`src/rtl/pdm_pkg.sv`:
```
// Shared defaults and helpers for the PCM-to-PDM output stage.
package pdm_pkg;

  localparam int DEF_DATA_WIDTH = 16;
  localparam int DEF_FIFO_DEPTH = 8;
  localparam int DEF_CLK_DIV    = 32;
  localparam int DEF_OSR        = 64;

  // One extra bit holds the modulator carry, which is the emitted PDM bit.
  function automatic int acc_width(input int data_width);
    return data_width + 1;
  endfunction

  function automatic int level_width(input int depth);
    return $clog2(depth) + 1;
  endfunction

  // Two's complement to offset binary: flip the sign bit of a data_width-wide value.
  function automatic logic [31:0] to_offset(input logic [31:0] sample, input int data_width);
    return sample ^ (32'd1 << (data_width - 1));
  endfunction

endpackage

```
`src/rtl/pdm_sample_fifo.sv`:
```
// Synchronous sample FIFO; pointers carry one extra bit so full and empty are distinguishable.
module pdm_sample_fifo
  import pdm_pkg::*;
#(
  parameter int WIDTH = DEF_DATA_WIDTH,
  parameter int DEPTH = DEF_FIFO_DEPTH,
  localparam int AW = $clog2(DEPTH),
  localparam int LW = level_width(DEPTH)
) (
  input  logic             clk,
  input  logic             rst_n,
  input  logic             push,
  input  logic [WIDTH-1:0] push_data,
  input  logic             pop,
  output logic [WIDTH-1:0] head,
  output logic             full,
  output logic             empty,
  output logic [LW-1:0]    level
);

  localparam logic [AW:0] PTR_ONE = (AW + 1)'(1);

  logic [WIDTH-1:0] mem [DEPTH];
  logic [AW:0]      wr_ptr;
  logic [AW:0]      rd_ptr;
  logic             do_push;
  logic             do_pop;

  assign do_push = push && !full;
  assign do_pop  = pop && !empty;

  // Storage needs no reset: an entry is only read after it has been written.
  always_ff @(posedge clk) begin
    if (do_push) mem[wr_ptr[AW-1:0]] <= push_data;
  end

  always_ff @(posedge clk or negedge rst_n) begin
    if (!rst_n) begin
      wr_ptr <= '0;
      rd_ptr <= '0;
    end else begin
      if (do_push) wr_ptr <= wr_ptr + PTR_ONE;
      if (do_pop)  rd_ptr <= rd_ptr + PTR_ONE;
    end
  end

  assign level = wr_ptr - rd_ptr;
  assign full  = (level == LW'(DEPTH));
  assign empty = (wr_ptr == rd_ptr);
  assign head  = mem[rd_ptr[AW-1:0]];

endmodule

```
`src/rtl/pdm_sd_modulator.sv`:
```
// PCM stream -> FIFO -> first-order sigma-delta -> 1-bit PDM pad at HCLK/CLK_DIV.
// Define PDM_OPEN_DRAIN_EN for an open-drain pad (bit driven through pdm_oe); default is push-pull.
module pdm_sd_modulator
  import pdm_pkg::*;
#(
  parameter int DATA_WIDTH = DEF_DATA_WIDTH,
  parameter int FIFO_DEPTH = DEF_FIFO_DEPTH,
  parameter int CLK_DIV    = DEF_CLK_DIV,
  parameter int OSR        = DEF_OSR,
  localparam int LW = level_width(FIFO_DEPTH)
) (
  input  logic                  HCLK,
  input  logic                  HRESETn,
  input  logic                  en,
  input  logic                  s_valid,
  input  logic [DATA_WIDTH-1:0] s_data,
  output logic                  s_ready,
  output logic [LW-1:0]         fifo_level,
  output logic                  underrun,
  input  logic                  underrun_clr,
  output logic                  pdm_out,
  output logic                  pdm_oe,
  output logic                  amp_sd
);

  localparam int ACC_W = acc_width(DATA_WIDTH);
  localparam int DIV_W = $clog2(CLK_DIV);
  localparam int BIT_W = $clog2(OSR);

  logic [DIV_W-1:0]      div_cnt;
  logic [BIT_W-1:0]      bit_cnt;
  logic [DATA_WIDTH-1:0] acc;
  logic [DATA_WIDTH-1:0] sample_reg;
  logic                  first_pending;
  logic                  en_reg;
  logic                  pdm_bit;
  logic                  underrun_reg;

  logic                  pdm_tick;
  logic                  sample_tick;
  logic                  fifo_push;
  logic                  fifo_pop;
  logic                  fifo_full;
  logic                  fifo_empty;
  logic [DATA_WIDTH-1:0] fifo_head;
  logic [DATA_WIDTH-1:0] u;
  logic [ACC_W-1:0]      acc_sum;

  assign pdm_tick    = en && (div_cnt == DIV_W'(CLK_DIV - 1));
  // The first tick after enable loads a sample so modulation starts from fresh data.
  assign sample_tick = pdm_tick && (first_pending || (bit_cnt == BIT_W'(OSR - 1)));
  assign fifo_push   = s_valid && !fifo_full;
  assign fifo_pop    = sample_tick && !fifo_empty;

  assign u       = DATA_WIDTH'(to_offset(32'(sample_reg), DATA_WIDTH));
  assign acc_sum = ACC_W'(acc) + ACC_W'(u);

  pdm_sample_fifo #(
    .WIDTH (DATA_WIDTH),
    .DEPTH (FIFO_DEPTH)
  ) u_fifo (
    .clk       (HCLK),
    .rst_n     (HRESETn),
    .push      (fifo_push),
    .push_data (s_data),
    .pop       (fifo_pop),
    .head      (fifo_head),
    .full      (fifo_full),
    .empty     (fifo_empty),
    .level     (fifo_level)
  );

  always_ff @(posedge HCLK or negedge HRESETn) begin
    if (!HRESETn) begin
      div_cnt       <= '0;
      bit_cnt       <= '0;
      acc           <= '0;
      sample_reg    <= '0;
      first_pending <= 1'b1;
      en_reg        <= 1'b0;
      pdm_bit       <= 1'b0;
      underrun_reg  <= 1'b0;
    end else begin
      en_reg <= en;
      if (!en) begin
        div_cnt       <= '0;
        bit_cnt       <= '0;
        acc           <= '0;
        pdm_bit       <= 1'b0;
        first_pending <= 1'b1;
      end else begin
        div_cnt <= pdm_tick ? '0 : div_cnt + DIV_W'(1);
        if (pdm_tick) begin
          bit_cnt       <= sample_tick ? '0 : bit_cnt + BIT_W'(1);
          first_pending <= 1'b0;
          // Accumulator wraps by design; the carry out is the PDM bit.
          {pdm_bit, acc} <= acc_sum;
        end
      end
      if (sample_tick) sample_reg <= fifo_empty ? '0 : fifo_head;
      if (sample_tick && fifo_empty) underrun_reg <= 1'b1;
      else if (underrun_clr)         underrun_reg <= 1'b0;
    end
  end

`ifdef PDM_OPEN_DRAIN_EN
  assign pdm_out = 1'b0;
  assign pdm_oe  = en_reg & ~pdm_bit;
`else
  assign pdm_out = pdm_bit;
  assign pdm_oe  = en_reg;
`endif

  assign amp_sd   = en_reg;
  assign underrun = underrun_reg;
  assign s_ready  = !fifo_full;

endmodule
```
`config.mk`:
```
export PLATFORM = sky130hd
export DESIGN_NAME = pdm_sd_modulator
export DESIGN_NICKNAME = d
export VERILOG_FILES = /design/src/rtl/pdm_pkg.sv /design/src/rtl/pdm_sample_fifo.sv /design/src/rtl/pdm_sd_modulator.sv
export SDC_FILE = /design/constraint.sdc
export NUM_CORES = 1
export LEC_CHECK = 0
export CAP_MARGIN = 30
export CORE_ASPECT_RATIO = 1.1
export CORE_MARGIN = 3
export CORE_UTILIZATION = 50
export DETAILED_ROUTE_END_ITERATION = 7
export GPL_ROUTABILITY_DRIVEN = 0
export GPL_TIMING_DRIVEN = 0
export PLACE_DENSITY = 0.7
export SYNTH_ARGS = -nofsm -noshare
export SYNTH_HDL_FRONTEND = slang
export SYNTH_SLANG_ARGS = --single-unit
```
`constraint.sdc`:
```
create_clock -name HCLK -period 4.45 [get_ports HCLK]
set_input_delay 0.89 -clock HCLK [delete_from_list [all_inputs] [get_ports HCLK]]
set_output_delay 0.89 -clock HCLK [all_outputs]
set_load 0.01 [all_outputs]
```
# Word level (Yosys, flattened, before mapping)
# Memory sizes are Yosys's and may differ from the RTL's.
# Cells that the tools add are included.
dict set report totals {
  reg_bits 55
  ramBits 128
  input_bits 21
  output_inout_bits 9
  elab_cells 50
  n_memories 1
}
# name depth width read_ports rd_ports_with_merged_regs write_ports line_no
set mem_list {}
lappend mem_list {u_fifo.mem 8 16 1 0 1 pdm_sample_fifo.sv:23} ;# logic [WIDTH-1:0] mem [DEPTH];
dict set report classes {
  addsub 6
  n_eq_ne 5
  muxes 16
  n_bitwise 1
  n_reduce_logical 11
}
# operator count
set ops {}
lappend ops {{two-way mux 16 bit} 3}
lappend ops {{two-way mux 6 bit} 3}
lappend ops {{adder 16 x 16 -> 17 bit} 1}
lappend ops {{two-way mux 5 bit} 2}
lappend ops {{adder 4 x 1 -> 4 bit (second input constant)} 2}
lappend ops {{two-way mux 1 bit} 8}
lappend ops {{logical AND 1 bit} 7}
lappend ops {{adder 6 x 1 -> 6 bit (second input constant)} 1}
lappend ops {{== test 6 bit (second input constant)} 1}
lappend ops {{adder 5 x 1 -> 5 bit (second input constant)} 1}
lappend ops {{== test 5 bit (second input constant)} 1}
lappend ops {{== test 4 bit} 1}
lappend ops {{== test 4 bit (second input constant)} 1}
lappend ops {{subtractor 4 bit} 1}
lappend ops {{zero test 1 bit} 2}
lappend ops {{!= test 2 x 1 -> 1 bit (second input constant)} 1}
lappend ops {{nonzero test 2 bit} 1}
lappend ops {{logical OR 1 bit} 1}
lappend ops {{NOT 1 bit} 1}

# Depth between registers and ports, before layout
dict set report logic_depth {
  depth_word 7
  ltp_mapped 10
  ltp_nobuf 9
}

# By module
# Synthesis repeated with hierarchy kept, for this count alone.
dict set report unflattened {
  hier_cells 559
  hier_area_um2 8105.3
}
# mod instances cells_each area_each_um2
set by_module_without_submodules {}
lappend by_module_without_submodules {pdm_sample_fifo 1 282 5446.5}
lappend by_module_without_submodules {pdm_sd_modulator 1 277 2658.8}

# Worst setup path before layout
# No wires, ideal clock.
dict set report synth_path {
  path_type {reg-to-reg}
  start {register u_fifo.rd_ptr[1]}
  end {memory u_fifo.mem[2][0] (netlist bit) (enable)}
  setup_ps 436
  arrival_time_ps 3756
  path_slack_ps 258
  path_stages_with_launch 9
  period_less_slack_ps 4192
  cell_sequence {dfrtp_1 -> buf_2 -> buf_1 -> inv_1 -> fa_1 -> xor2_1 -> or3_4 -> o31ai_4 -> nor4b_1}
}
dict set report synth_via {
  elab_chain_len 7
}
# element line_no
set synth_lines {}
lappend synth_lines {{start, declared} pdm_sample_fifo.sv:25} ;# logic [AW:0] rd_ptr;
lappend synth_lines {{start signal, assigned} pdm_sample_fifo.sv:43} ;# if (do_pop) rd_ptr <= rd_ptr + PTR_ONE;
lappend synth_lines {{subtractor 4 bit *} pdm_sample_fifo.sv:47} ;# assign level = wr_ptr - rd_ptr;
lappend synth_lines {{named net fifo_level[2]} pdm_sd_modulator.sv:18} ;# output logic [LW-1:0] fifo_level,
lappend synth_lines {{== test 4 bit *} pdm_sample_fifo.sv:48} ;# assign full = (level == LW'(DEPTH));
lappend synth_lines {{zero test 1 bit *} {pdm_sample_fifo.sv:29, pdm_sd_modulator.sv:52}}
lappend synth_lines {{logical AND 1 bit} pdm_sd_modulator.sv:52} ;# assign fifo_push = s_valid && !fifo_full;
lappend synth_lines {{logical AND 1 bit *} pdm_sample_fifo.sv:29} ;# assign do_push = push && !full;
lappend synth_lines {{two-way mux 1 bit *} pdm_sample_fifo.sv:34} ;# if (do_push) mem[wr_ptr[AW-1:0]] <= push_data;
lappend synth_lines {{two-way mux 1 bit (implied by the code) *} pdm_sample_fifo.sv:34}
lappend synth_lines {{end, declared} pdm_sample_fifo.sv:23}
# The timed path passes the listed nets; every way through them passes the cells marked *.

# Worst setup path after layout
dict set report layout_path {
  start {register u_fifo.wr_ptr[0]}
  end {output s_ready}
}
dict set report layout_via {
  elab_chain_len 3
}
# element line_no
set layout_lines {}
lappend layout_lines {{start, declared} pdm_sample_fifo.sv:24} ;# logic [AW:0] wr_ptr;
lappend layout_lines {{start signal, assigned} pdm_sample_fifo.sv:42} ;# if (do_push) wr_ptr <= wr_ptr + PTR_ONE;
lappend layout_lines {{subtractor 4 bit} pdm_sample_fifo.sv:47}
lappend layout_lines {{== test 4 bit} pdm_sample_fifo.sv:48}
lappend layout_lines {{zero test 1 bit} pdm_sd_modulator.sv:116} ;# assign s_ready = !fifo_full;
lappend layout_lines {{end, declared} pdm_sd_modulator.sv:17} ;# output logic s_ready,
# No other way between the ends.

==> results.sh <==
export IMPL_postSynthCellCount=524
export IMPL_timing_critical_path_depth=8
export IMPL_synth_top_cells_by_area="sky130_fd_sc_hd__edfxtp_1, sky130_fd_sc_hd__dfrtp_1, sky130_fd_sc_hd__mux4_2, sky130_fd_sc_hd__ha_1, sky130_fd_sc_hd__mux2i_1"
export IMPL_reg2reg_depth=10
export IMPL_finalClockSkew_ns=0.009064
export IMPL_die_w_um=126.7
export IMPL_detailed_place_area_mm2=0.008716
export IMPL_grt_pass1_vias=4808
export IMPL_syn_area_mm2=0.008010
export IMPL_status="completed"
export IMPL_detail_route_wirelength_um=15450
export IMPL_initialDrtViolationCount=266
export IMPL_first_pass_grt_wire_length_um=25190
export IMPL_timing_final_hold_violations=0
export IMPL_cts_clock_pin_slew_for_the_worst_setup_and_hold_paths_ns=0.07
export IMPL_p_sw_w=0.001038
export IMPL_cts_root_buffer_cell="sky130_fd_sc_hd__clkbuf_16"
export IMPL_maxClockFrequency_mhz=243.0
export IMPL_crit_path_cell_trace="clkbuf_1 -> inv_1 -> ha_1 -> inv_1 -> fa_1 -> or3_4 -> or3_4 -> clkdlybuf4s50_1"
export IMPL_grt_max_degree=30
export IMPL_setup_worst_path_start="u_fifo.wr_ptr[0]"
export IMPL_ys_warn_count=0
export IMPL_post_drt_via_cell_ratio=5.740
export IMPL_cts_hold_buffers_added=0
export IMPL_grt_total_usage_pct=18.59
export IMPL_number_of_cells_upsized_or_downsized_after_cts=0
export IMPL_postSynthAreaPerCell_um2=15.29
export IMPL_layout_min_cycle_time_ns=4.116
export IMPL_hp_class="reg2reg"
export IMPL_critical_path_s_slowest_cell="sky130_fd_sc_hd__clkdlybuf4s50_1"
export IMPL_stdcell_area_mm2=0.009330
export IMPL_drive_above_1_share_pct=18.15
export IMPL_finalCoreUtilization_pct=60.79
export IMPL_site_row_count=47
export IMPL_switching_share_pct=24.68
export IMPL_ys_async_sr_fraction_pct=30.05
export IMPL_critical_path_class="reg2out"
export IMPL_antenna_violations_before_repair=0
export IMPL_syn_to_final_growth_pct=16.48
export IMPL_num_antenna_cells=0
export IMPL_cap_viol_max_count=0
export IMPL_max_vdd_ir_drop_v=0.0003593
export IMPL_top_level_ports=30
export IMPL_clk_latency_ns=0.42
export IMPL_nNetsFinal=630
export IMPL_slew_headroom_pct=39.86
export IMPL_worst_ep_arrival_time_ns=3.23
export IMPL_proportion_of_power_drawn_by_flip_flops_and_latches_pct=50.2
export IMPL_rsz0062_at_grt="no"
export IMPL_htree_num_levels=4
export IMPL_yosys_cell_types_count=58
export IMPL_worstReg2RegEnd="u_fifo.mem[6][4]"
export IMPL_holdCritStartpoint="div_cnt[0]"
export IMPL_power_frac_clock_pct=36.9
export IMPL_post_cts_setup_buffer_count=0
export IMPL_setup_worst_path_start_class="flip-flop"
export IMPL_worstPathBufferInverterCount=4
export IMPL_end_kind="output pin"
export IMPL_internal_power_contribution_w=0.003168
export IMPL_tritoncts="done"
export IMPL_synth_sequential_area_ratio_pct=65.18
export IMPL_cp_top_family="buffers and inverters"
export IMPL_yosys_most_used_dff="sky130_fd_sc_hd__edfxtp_1"
export IMPL_core_area_mm2=0.01535
export IMPL_numClockSinks=183
export IMPL_timing_max_transition_violations_final=0
export IMPL_cp_max_fo=7
export IMPL_cts_buffer_depth=2
export IMPL_layout_worst_path_cycle_share_pct=92.50
export IMPL_synth_top_area_share_pct=47.99
export IMPL_timing_rr_start="u_fifo.rd_ptr[1]"
export IMPL_cellPowerDensity_mw_per_mm2=450.8
export IMPL_syn_nets=571
export IMPL_crit_required_ns=3.56
export IMPL_final_cell_count_no_fill=791
export IMPL_vias=4540
export IMPL_place_port_buffers=29
export IMPL_numPlacedInstances=761
export IMPL_dr_pass1_iters=5
export IMPL_detail_route_wl_per_cell_um=19.54
export IMPL_yosys_register_bits=183
export IMPL_timing_worst_slew_pin_value_ns=0.8972
export IMPL_p_leak_nw=3.414
export IMPL_dieArea_mm2=0.01758
export IMPL_drc_violations_left=0
export IMPL_rrSetupSlack_ns=0.97
export IMPL_setup_viol_count_final=0
export IMPL_finalWorstSetupSlack_ns=0.3340
export IMPL_grt_overflow=0
export IMPL_dp_hpwl_um=10850
export IMPL_critical_path_max_stage_delay_ns=0.49
export IMPL_max_reg_flops=128
export IMPL_post_synth_top_area_cell="sky130_fd_sc_hd__edfxtp_1"
export IMPL_pwr_share_comb_pct=12.9
export IMPL_residual_antenna_violating_net_count_after_detailed_routing=0
export IMPL_initial_utilization_pct=52.19
export IMPL_numCtsBuffers=17
export IMPL_detailedPlace_worstSlack_ns=0.4565
export IMPL_nFillCells=1129
export IMPL_endpoint="s_ready"
export IMPL_die_y_um=138.8
export IMPL_synth_edff_count=128
-- metrics by stage --
stage                     hold slack [ns]  power [W]  setup TNS [ns]
after global routing               0.5164   0.004369               0
after detailed placement           0.4743   0.002696               0
final                              0.4848   0.004206               0
after floorplan                    0.4329   0.002411               0
after CTS                          0.4838   0.004245               0
after global placement             0.4499   0.002610         -108.10
-- final cells by class --
| cell class | count | area [um^2] | area share (%) |
|---|---|---|---|
| Buffer | 22 | 105.1 | 1.126 |
| Clock buffer | 17 | 425.4 | 4.559 |
| Clock inverter | 14 | 192.7 | 2.065 |
| Inverter | 18 | 67.56 | 0.7242 |
| Multi-Input combinational cell | 300 | 2658 | 28.48 |
| Sequential cell | 183 | 5221 | 55.96 |
| Tap cell | 196 | 245.2 | 2.628 |
| Timing Repair Buffer | 41 | 415.4 | 4.452 |
-- power groups by stage --
stage / combinational [W] / clock [W] / sequential [W]
2_1_floorplan: 0.000288 / 0 / 0.00212
3_3_place_gp: 0.000472 / 0 / 0.00214
3_5_place_dp: 0.000552 / 0 / 0.00214
4_1_cts: 0.000555 / 0.00158 / 0.00211
5_1_grt: 0.000594 / 0.00165 / 0.00212
6_report: 0.000543 / 0.00155 / 0.00211
-- synthesized netlist by cell type, types with 9 or more instances --
cell                         n
sky130_fd_sc_hd__nor2_1     13
sky130_fd_sc_hd__nand2_1    40
sky130_fd_sc_hd__buf_2       9
sky130_fd_sc_hd__nand3_1    12
sky130_fd_sc_hd__o21ai_0    32
sky130_fd_sc_hd__inv_1      16
sky130_fd_sc_hd__mux4_2     32
sky130_fd_sc_hd__ha_1       24
sky130_fd_sc_hd__xor2_1     11
sky130_fd_sc_hd__edfxtp_1  128
sky130_fd_sc_hd__dfrtp_1    54
sky130_fd_sc_hd__nor2b_1    10
sky130_fd_sc_hd__nor3_1      9
sky130_fd_sc_hd__mux2i_1    23
sky130_fd_sc_hd__a21oi_1    15
sky130_fd_sc_hd__clkbuf_1    9
-- worst min path at each step --
| stage | to | cells past startpoint |
|---|---|---|
| after floorplan | div_cnt[0] | 1 |
| after global routing | u_fifo.rd_ptr[3] | 1 |
| after detailed placement | div_cnt[0] | 1 |
| after global placement | div_cnt[0] | 1 |
| final | div_cnt[0] | 1 |
| after CTS | div_cnt[0] | 1 |
-- logic make-up (layout without fill, tap and decap cells) --
| logic type | count (synthesis) | after routing | share of synthesized area (%) |
|---|---|---|---|
| and+or+nand+nor | 118 | 118 | 7.638 |
| xor gates and xnor gates | 19 | 19 | 2.171 |
| AOI/OAI and AO/OA | 80 | 80 | 6.404 |
| DFF | 183 | 183 | 65.18 |
| buffers and inverters | 41 | 112 | 2.202 |
| muxes | 57 | 57 | 12.15 |
| adders and majority gates | 26 | 26 | 4.249 |
-- per-layer routing --
layer / global-route usage [%] / vias up / wire [um]
met3: 3.891 / 19 / 441
li1: - / 2115 / -
met1: 23.52 / 2333 / 6553
met5: 0 / - / 0
met4: 6.042 / 0 / 214
met2: 32.05 / 73 / 8244
-- placed cells by master, fill, tap and decap left out, types with 4 or more instances in the layout --
cell and n:
sky130_fd_sc_hd__mux4_2 32, sky130_fd_sc_hd__clkbuf_16 17, sky130_fd_sc_hd__xor2_1 11, sky130_fd_sc_hd__nand2_1 40, sky130_fd_sc_hd__xnor2_1 7, sky130_fd_sc_hd__buf_2 10
sky130_fd_sc_hd__nand3_1 12, sky130_fd_sc_hd__mux2i_1 23, sky130_fd_sc_hd__clkbuf_1 9, sky130_fd_sc_hd__edfxtp_1 128, sky130_fd_sc_hd__nor2_1 13, sky130_fd_sc_hd__dfrtp_1 54
sky130_fd_sc_hd__ha_1 24, sky130_fd_sc_hd__and3_1 6, sky130_fd_sc_hd__nor3_1 6, sky130_fd_sc_hd__nor2b_1 10, sky130_fd_sc_hd__buf_4 11, sky130_fd_sc_hd__o21ai_0 32
sky130_fd_sc_hd__a21oi_1 15, sky130_fd_sc_hd__nor3_2 4, sky130_fd_sc_hd__nand4_1 5, sky130_fd_sc_hd__nand2b_1 5, sky130_fd_sc_hd__o21a_1 4, sky130_fd_sc_hd__clkdlybuf4s50_1 28
sky130_fd_sc_hd__a21o_1 4, sky130_fd_sc_hd__inv_1 16
Power figures use the tool's default switching activity.
